`config.mk`:
```
export PLATFORM = sky130hd
export DESIGN_NAME = button_conditioner
export DESIGN_NICKNAME = d
export VERILOG_FILES = /design/src/rtl/button_conditioner.sv
export SDC_FILE = /design/constraint.sdc
export NUM_CORES = 1
export LEC_CHECK = 0
export CORE_UTILIZATION = 30
export CTS_CLUSTER_SIZE = 28
export DETAILED_ROUTE_END_ITERATION = 12
export GPL_TIMING_DRIVEN = 0
export SLEW_MARGIN = 20
export SYNTH_ARGS = -nofsm -noshare
export SYNTH_HDL_FRONTEND = slang
export SYNTH_SLANG_ARGS = --single-unit
export TNS_END_PERCENT = 100
```
`constraint.sdc`:
```
create_clock -name clk -period 4.99 [get_ports clk]
set_input_delay 0.998 -clock clk [delete_from_list [all_inputs] [get_ports clk]]
set_output_delay 0.998 -clock clk [all_outputs]
set_load 0.01 [all_outputs]
```
`src/rtl/button_conditioner.sv`:
```
// rtl/button_conditioner.sv - push-button synchroniser, debouncer, press pulse and hold-to-repeat
//
// Each button is handled by its own independent slice: a two-flop synchroniser,
// a stable-count debouncer, and a small repeat FSM that issues extra pulses
// while an auto-repeat button is held down.

module button_conditioner #(
  parameter int              N_BTN       = 5,
  parameter int              DB_CYCLES   = 500000,
  parameter int              HOLD_CYCLES = 50000000,
  parameter int              RPT_CYCLES  = 10000000,
  parameter logic [N_BTN-1:0] RPT_MASK   = 5'b00110
) (
  input  logic             clk,
  input  logic             rst,
  input  logic [N_BTN-1:0] btn_raw,
  output logic [N_BTN-1:0] btn_level,
  output logic [N_BTN-1:0] btn_pulse
);

  localparam int DBW   = (DB_CYCLES > 1) ? $clog2(DB_CYCLES) : 1;
  localparam int RMAX  = (HOLD_CYCLES > RPT_CYCLES) ? HOLD_CYCLES : RPT_CYCLES;
  localparam int RW    = (RMAX > 1) ? $clog2(RMAX) : 1;

  localparam logic [DBW-1:0] DB_LAST   = DBW'(DB_CYCLES - 1);
  localparam logic [RW-1:0]  HOLD_LAST = RW'(HOLD_CYCLES - 1);
  localparam logic [RW-1:0]  RPT_LAST  = RW'(RPT_CYCLES - 1);

  typedef enum logic [1:0] {
    ST_IDLE   = 2'd0,
    ST_HOLD   = 2'd1,
    ST_REPEAT = 2'd2
  } rpt_state_t;

  genvar gi;
  for (gi = 0; gi < N_BTN; gi++) begin : g_btn
    logic           r_s1;
    logic           r_s2;
    logic           r_level;
    logic [DBW-1:0] r_db_cnt;
    rpt_state_t     r_state;
    logic [RW-1:0]  r_rpt_cnt;
    logic           r_pulse;
    logic           w_accept;
    logic           w_press;

    // The synchronised level has differed from the stable one long enough.
    assign w_accept = (r_s2 != r_level) && (r_db_cnt == DB_LAST);
    assign w_press  = w_accept && r_s2;

    // Synchronise the raw input and accept a new level only after it has been stable.
    always_ff @(posedge clk or negedge rst) begin
      if (!rst) begin
        r_s1     <= 1'b0;
        r_s2     <= 1'b0;
        r_level  <= 1'b0;
        r_db_cnt <= '0;
      end else begin
        r_s1 <= btn_raw[gi];
        r_s2 <= r_s1;
        if (r_s2 == r_level) begin
          r_db_cnt <= '0;
        end else if (w_accept) begin
          r_level  <= r_s2;
          r_db_cnt <= '0;
        end else begin
          r_db_cnt <= r_db_cnt + DBW'(1);
        end
      end
    end

    // Press pulse plus hold-to-repeat FSM; a release always cancels a due repeat.
    always_ff @(posedge clk or negedge rst) begin
      if (!rst) begin
        r_state   <= ST_IDLE;
        r_rpt_cnt <= '0;
        r_pulse   <= 1'b0;
      end else begin
        r_pulse <= w_press;
        case (r_state)
          ST_IDLE: begin
            if (RPT_MASK[gi] && w_press) begin
              r_state   <= ST_HOLD;
              r_rpt_cnt <= '0;
            end
          end
          ST_HOLD: begin
            if (!r_level) begin
              r_state   <= ST_IDLE;
              r_rpt_cnt <= '0;
            end else if (r_rpt_cnt == HOLD_LAST) begin
              r_pulse   <= 1'b1;
              r_state   <= ST_REPEAT;
              r_rpt_cnt <= '0;
            end else begin
              r_rpt_cnt <= r_rpt_cnt + RW'(1);
            end
          end
          ST_REPEAT: begin
            if (!r_level) begin
              r_state   <= ST_IDLE;
              r_rpt_cnt <= '0;
            end else if (r_rpt_cnt == RPT_LAST) begin
              r_pulse   <= 1'b1;
              r_rpt_cnt <= '0;
            end else begin
              r_rpt_cnt <= r_rpt_cnt + RW'(1);
            end
          end
          default: begin
            r_state   <= ST_IDLE;
            r_rpt_cnt <= '0;
          end
        endcase
      end
    end

    assign btn_level[gi] = r_level;
    assign btn_pulse[gi] = r_pulse;
  end

endmodule

```
After elaboration in Yosys (flattened, before gate mapping)
Cells that the tools add are included.
{"block": "classes", "bitwise": 8, "add_sub_neg": 10, "n_eq_ne": 47, "n_reduce_logical": 25, "n_mux": 84}
{"op": "26-bit 2-to-1 mux", "n": 22}
{"op": "26-bit case mux with 3 select lines", "n": 5}
{"op": "19-bit 2-to-1 mux", "n": 10}
{"op": "26-bit by 1-bit adder with 26-bit output (second input constant)", "n": 5}
{"op": "26-bit by 24-bit equality test with 1-bit output (second input constant)", "n": 5}
{"op": "26-bit equality test (second input constant)", "n": 5}
{"op": "19-bit by 1-bit adder with 19-bit output (second input constant)", "n": 5}
{"op": "19-bit equality test (second input constant)", "n": 5}
{"op": "2-bit 2-to-1 mux", "n": 17}
{"op": "2-bit case mux with 3 select lines", "n": 5}
{"op": "1-bit 2-to-1 mux", "n": 20}
{"op": "3-bit != test (second input constant)", "n": 5}
{"op": "3-bit AND reduction", "n": 5}
{"op": "2-bit != test (second input constant)", "n": 7}
{"op": "2-bit by 1-bit equality test with 1-bit output (second input constant)", "n": 5}
{"op": "2-bit equality test (second input constant)", "n": 5}
{"op": "1-bit logical AND", "n": 10}
{"op": "2-bit logical NOT", "n": 5}
{"op": "1-bit case mux with 2 select lines", "n": 5}
{"op": "2-bit AND reduction", "n": 5}
{"op": "1-bit inverter", "n": 8}
{"op": "1-bit equality test", "n": 5}
{"op": "1-bit != test", "n": 5}
{"block": "totals", "word_cells": 209, "output_inout_bits": 10, "inputBits": 7, "reg_bits": 255}

Depth between registers and ports, before layout
{"block": "depth", "word_depth": 6, "mapped_depth": 9, "mapped_depth_nobuf": 7}

Worst setup path before layout
Ideal clock, no wire load.
{"block": "synth_timing", "path_type": "flip-flop to flip-flop", "start": "reg g_btn[1].r_rpt_cnt[16]", "end": "reg g_btn[1].r_rpt_cnt[16]", "path_slack_ps": 2238, "t_arrival_ps": 2626, "path_stages_with_launch": 8, "path_buffers": 1, "setup_ps": 126, "path_cell_list": "dfrtp_1 or4b_1 or4_4 nor4_2 a2bb2oi_4 nor2_2 buf_6 a221o_1"}
{"block": "synth_via", "elab_chain_len": 4, "elab_cells_between_ends": 8, "cone_classes": "add/sub: 1; eq/ne: 2; mux: 5"}
{"element": "from (decl)", "line_no": "42", "rtl": "logic [RW-1:0] r_rpt_cnt;"}
{"element": "from (signal assigned)", "line_no": "96", "rtl": "r_rpt_cnt <= r_rpt_cnt + RW'(1);"}
{"element": "from (signal assigned)", "line_no": "107", "rtl": "r_rpt_cnt <= r_rpt_cnt + RW'(1);"}
{"element": "26-bit by 1-bit adder with 26-bit output (tied with other cells)", "line_no": "96, 107"}
{"element": "26-bit 2-to-1 mux, on equally long branches", "line_no": "103, 91"}
{"element": "26-bit 2-to-1 mux, on equally long branches", "line_no": "100, 88"}
{"element": "26-bit case mux with 3 select lines (*)", "line_no": "80", "rtl": "case (r_state)"}
Mark *: on every way between the ends. The rest lies on a longest branch, timed or not.
A chain may end at the register's enable or synchronous reset.

Worst setup path in the final report
{"block": "layout_timing", "start": "reg g_btn[2].r_rpt_cnt[0]", "end": "reg g_btn[2].r_rpt_cnt[14]"}
{"block": "layout_via", "elab_chain_len": 4, "elab_cells_between_ends": 8, "cone_classes": "add/sub: 1; eq/ne: 2; mux: 5"}
{"element": "from (decl)", "line_no": "42"}
{"element": "from (signal assigned)", "line_no": "96"}
{"element": "from (signal assigned)", "line_no": "107"}
{"element": "26-bit by 1-bit adder with 26-bit output (tied with other cells)", "line_no": "96, 107"}
{"element": "26-bit 2-to-1 mux, on equally long branches", "line_no": "103, 91"}
{"element": "26-bit 2-to-1 mux, on equally long branches", "line_no": "100, 88"}
{"element": "26-bit case mux with 3 select lines (*)", "line_no": "80"}
Marked as above.

==> results.txt <==
- Outcome: completed
* Final worst hold slack: roughly 0.35 ns
* Critical Path, Cell by Cell: ha_1, or4bb_1, or4_1, o21ai_1, a21o_1, nor2_1, clkbuf_1, a22o_1
- Mean number of vias per cell: 4.84
- Post-Synthesis Cell Area: 8740 µm²
- Setup violations remaining at the end of the flow were counted as 0.
- Final setup slack of the worst path: about 1.8 ns
- The final layout contains about 1,000 nets.
* Timing-limited maximum frequency: 0.315 GHz
- Dividing the detail-routed wire length by the instance count gives around 13 µm.
- Counting both buffers and inverters, the worst setup path holds a total of 1.
* Data arrival time at the worst-slack endpoint: 3.49 ns
- Measured slew at the worst slew-check pin: roughly 1.1 ns
- Synthesized Nets: around 950
* Total number of vias: around 6,600
- The root buffer cell chosen for the clock tree is sky130_fd_sc_hd__clkbuf_16.
- Of the synthesized area, sequential elements account for 0.490.
- Entering global routing, the biggest net connects about 90 pins.
* Filler cells: between 2,000 and 3,000
- Summed over all layers, the global routing overflow is 0.
* Slowest stage delay, CP: 0.58 ns
- Count of final hold-check violations: 0
* Unique masters post-synth: 58
* Required time worst endpoint: 5.30 ns
* Ys async rst share: 1.00
* Power density of the placed cells: about 280 nW/µm²
- The clock drives between 150 and 200 sinks.
- Measured along the x axis, the die boundary spans 173 µm.
* Number of DRC violations after detailed-routing iteration 0: 516
* Final routed DRC violation total: 0
* Post-synth EDFFs: 0
* Number of rows in the core area: 62
- The worst hold path belongs to the class reg2reg.
- For this run, the share of the core covered by cells in the final layout is 0.348.
- Clock edge transition at the registers on the reported setup and hold paths: around 0.070 ns
- Syn_area_per_cell: around 9.4 µm²
* Critical R2R Launch: g_btn[2].r_rpt_cnt[0]
* Predominant post-synthesis flop cell: sky130_fd_sc_hd__dfrtp_1
* Worst Min Path Start: g_btn[2].r_s1
* Number of buffers created by CTS: 17
- The first global-routing pass estimated approximately 31,000 µm of wire.
- Die Height: between 150 and 200 µm
* Core region area: 28,700 µm²
* Critical Setup Path Class: reg2reg
* Worst slew margin: 0.263
* Area of all sequential standard cells: ~4300 µm²
* CP top delay family: simple AND/OR/NAND/NOR gates
* Final HPWL from detailed placement: about 12,000 µm
* Clock latency reported for the late side of the worst-skew pair: 0.42 ns
- On the final layout, the worst clock skew is between 0.007 and 0.008 ns.
* Register bit total from synthesis: ~170
- Final critical-path required period: between 3 and 4 ns
- Launching element of the worst setup path: g_btn[2].r_rpt_cnt[0]
- Of the cells placed in the final design, the portion with a size suffix greater than 1 is 0.0657.
- Biggest fanout along the worst timing path: 10
- At the placement stage, the worst setup path has a slack of about 1.8 ns.
- Leakage Power: just over 4 nW
- Startpoint types: flip-flop
- Initial antenna violation count: 0
* Post-CTS sizing: 0
* Wire length after detailed routing: 17,800 µm
- IO Pins: 17
* Count of TritonRoute iterations in the first routing pass: 5
- Of the available clock period, the critical path in the final layout requires 0.637.
- Maximum Capacitance Violations: 0
- Area of combinational cells with multiple inputs: around 4200 µm²
* Worst Setup End Kind: flip-flop
- The number of setup buffers added after CTS is 0.
* Number of input and output port buffers inserted: 16
- The slowest stage of the critical path belongs to the cell sky130_fd_sc_hd__or4_1.
* Antenna violation net count after detailed routing: 0
- From synthesis to final layout, the design area changed by 14.4%.
- The floorplan step defined a die boundary enclosing around 30,000 µm².
- Across the VDD grid, the largest voltage drop is a little over 0.2 mV.
* TritonCTS clock tree: done
- Setup repair after global routing left no endpoint under its margin.
- Yosys printed 0 warnings.
* Number of max-slew violations in the final report: 0
- In the global route stage, overall resource usage came out at 0.125.
- Synthesis produced slightly above 900 cells.
* Weighted congestion at the end of routability-driven global placement: roughly 0.81
- Hold buffer count at cts: 0
- The repair_antennas step left the layout with diodes totalling 0.
- The via count of the first global-routing pass is ~6,400.
* Effective utilization at floorplan: 0.304
- Maximum clock path buffer count: 2
- The H-tree generated during clock tree synthesis spans 4 levels.
[stage by stage]
stage / area, µm² / total power, mW / setup TNS [ns] / cells
2_1_floorplan: 8740 / 1.46 / 0 / 925
3_3_place_gp: 9380 / 1.51 / -747.81 / 1325
3_5_place_dp: 9410 / 1.51 / 0 / 1326
4_1_cts: 10000 / 2.85 / 0 / 1358
5_1_grt: 10000 / 2.92 / 0 / 1358
6_report: 10000 / 2.81 / 0 / 1358
[worst register-to-register path, cell delays in order (launching register included)]
cell                       delay, ns
sky130_fd_sc_hd__dfrtp_1        0.41
sky130_fd_sc_hd__ha_1           0.22
sky130_fd_sc_hd__or4bb_1        0.47
sky130_fd_sc_hd__or4_1          0.58
sky130_fd_sc_hd__o21ai_1        0.25
sky130_fd_sc_hd__a21o_1         0.34
sky130_fd_sc_hd__nor2_1         0.20
sky130_fd_sc_hd__clkbuf_1       0.31
sky130_fd_sc_hd__a22o_1         0.28
[cells in the final DEF, fill, tap and decap left out, types with 9 or more instances in the layout]
master / Yosys / final
sky130_fd_sc_hd__a21o_1: 19 / 19
sky130_fd_sc_hd__a21oi_1: 18 / 18
sky130_fd_sc_hd__a221o_1: 9 / 9
sky130_fd_sc_hd__a22o_1: 26 / 26
sky130_fd_sc_hd__and3_1: 19 / 19
sky130_fd_sc_hd__buf_4: 10 / 10
sky130_fd_sc_hd__clkbuf_1: 21 / 21
sky130_fd_sc_hd__clkbuf_16: 0 / 17
sky130_fd_sc_hd__clkdlybuf4s50_1: 0 / 15
sky130_fd_sc_hd__dfrtp_1: 171 / 171
sky130_fd_sc_hd__ha_1: 13 / 13
sky130_fd_sc_hd__inv_1: 28 / 28
sky130_fd_sc_hd__nand2_1: 81 / 81
sky130_fd_sc_hd__nand3_1: 59 / 59
sky130_fd_sc_hd__nand4_1: 37 / 37
sky130_fd_sc_hd__nor2_1: 160 / 160
sky130_fd_sc_hd__nor3_1: 24 / 24
sky130_fd_sc_hd__nor4_1: 13 / 13
sky130_fd_sc_hd__o21ai_0: 20 / 20
sky130_fd_sc_hd__or3_1: 11 / 11
sky130_fd_sc_hd__xnor2_1: 43 / 43
sky130_fd_sc_hd__xor2_1: 41 / 41
[sequential cells by signal, summed over array words and instances (netlist names)]
name and count:
g_btn.r_db_cnt 95, g_btn.r_level 5, g_btn.r_pulse 5, g_btn.r_rpt_cnt 52
g_btn.r_s1 5, g_btn.r_s2 5, g_btn.r_state 4
[cell usage after synthesis, types with 4 or more instances]
library cell / instances / area (µm²)
sky130_fd_sc_hd__nand2b_1: 6 / 37.5
sky130_fd_sc_hd__or3_1: 11 / 68.8
sky130_fd_sc_hd__nor4_1: 13 / 81.3
sky130_fd_sc_hd__nand3_1: 59 / 295
sky130_fd_sc_hd__nor2_1: 160 / 601
sky130_fd_sc_hd__and2_1: 7 / 43.8
sky130_fd_sc_hd__o22ai_1: 4 / 25.0
sky130_fd_sc_hd__and3_1: 19 / 119
sky130_fd_sc_hd__or4_1: 7 / 52.6
sky130_fd_sc_hd__buf_4: 10 / 75.1
sky130_fd_sc_hd__xnor2_1: 43 / 377
sky130_fd_sc_hd__clkbuf_1: 21 / 78.8
sky130_fd_sc_hd__mux2_2: 4 / 45.0
sky130_fd_sc_hd__or4b_1: 6 / 60.1
sky130_fd_sc_hd__ha_1: 13 / 163
sky130_fd_sc_hd__nand2_1: 81 / 304
sky130_fd_sc_hd__a21oi_1: 18 / 90.1
sky130_fd_sc_hd__a221o_1: 9 / 90.1
sky130_fd_sc_hd__dfrtp_1: 171 / 4280
sky130_fd_sc_hd__nand4_1: 37 / 231
sky130_fd_sc_hd__a21o_1: 19 / 143
sky130_fd_sc_hd__nor3_1: 24 / 120
sky130_fd_sc_hd__o21ai_1: 7 / 35.0
sky130_fd_sc_hd__or2_2: 6 / 37.5
sky130_fd_sc_hd__and4_1: 5 / 43.8
sky130_fd_sc_hd__or4bb_1: 4 / 45.0
sky130_fd_sc_hd__inv_1: 28 / 105
sky130_fd_sc_hd__o21ai_0: 20 / 100
sky130_fd_sc_hd__a22o_1: 26 / 228
sky130_fd_sc_hd__nor2b_1: 6 / 37.5
sky130_fd_sc_hd__xor2_1: 41 / 359
[path summary, 6_finish.rpt]
| kind | slack, ns | depth (start not counted) | to |
|---|---|---|---|
| hold / removal | 0.35 | 0 | g_btn[2].r_s2 |
| hold reg to reg | 0.35 | 0 | g_btn[2].r_s2 |
| min in group asynchronous | 0.56 | 1 | g_btn[0].r_db_cnt[2] |
| max in group asynchronous | 3.58 | 2 | g_btn[1].r_db_cnt[18] |
| setup / recovery | 1.81 | 8 | g_btn[2].r_rpt_cnt[14] |
| setup reg to reg | 1.81 | 8 | g_btn[2].r_rpt_cnt[14] |
[layout make-up]
type                       count  area share
buffer                        35      0.0185
clock buffer                  18      0.0439
clock inverter                14      0.0145
inverter                      28      0.0105
multi-input combinational    691       0.417
sequential                   171       0.428
tap                          384      0.0481
timing repair buffer          17      0.0193
[logic make-up after synthesis]
logic type | Yosys count | share of synthesized area
multiplexers | 6 | 0.00744
adder cells (fa/ha/maj) | 13 | 0.0186
flip-flops | 171 | 0.490
AND/OR/NAND/NOR | 466 | 0.265
buffers and inverters | 63 | 0.0332
AO/OA/AOI/OAI | 122 | 0.102
XOR/XNOR | 84 | 0.0842
[layer usage]
layer	routed length (µm)	vias to the layer above	GRT usage
met5	0	-	0
met4	255	0	0.0413
met3	427	15	0.0244
met2	8290	78	0.200
met1	8830	3157	0.168
li1	-	3323	-
[where the power goes]
group,internal [mW],switching (mW),leakage [nW]
registers,1.40,0.0115,2.35
logic,0.0206,0.0495,1.47
clock network,0.753,0.576,0.279
Note: power is estimated with default switching activity, not from simulation.
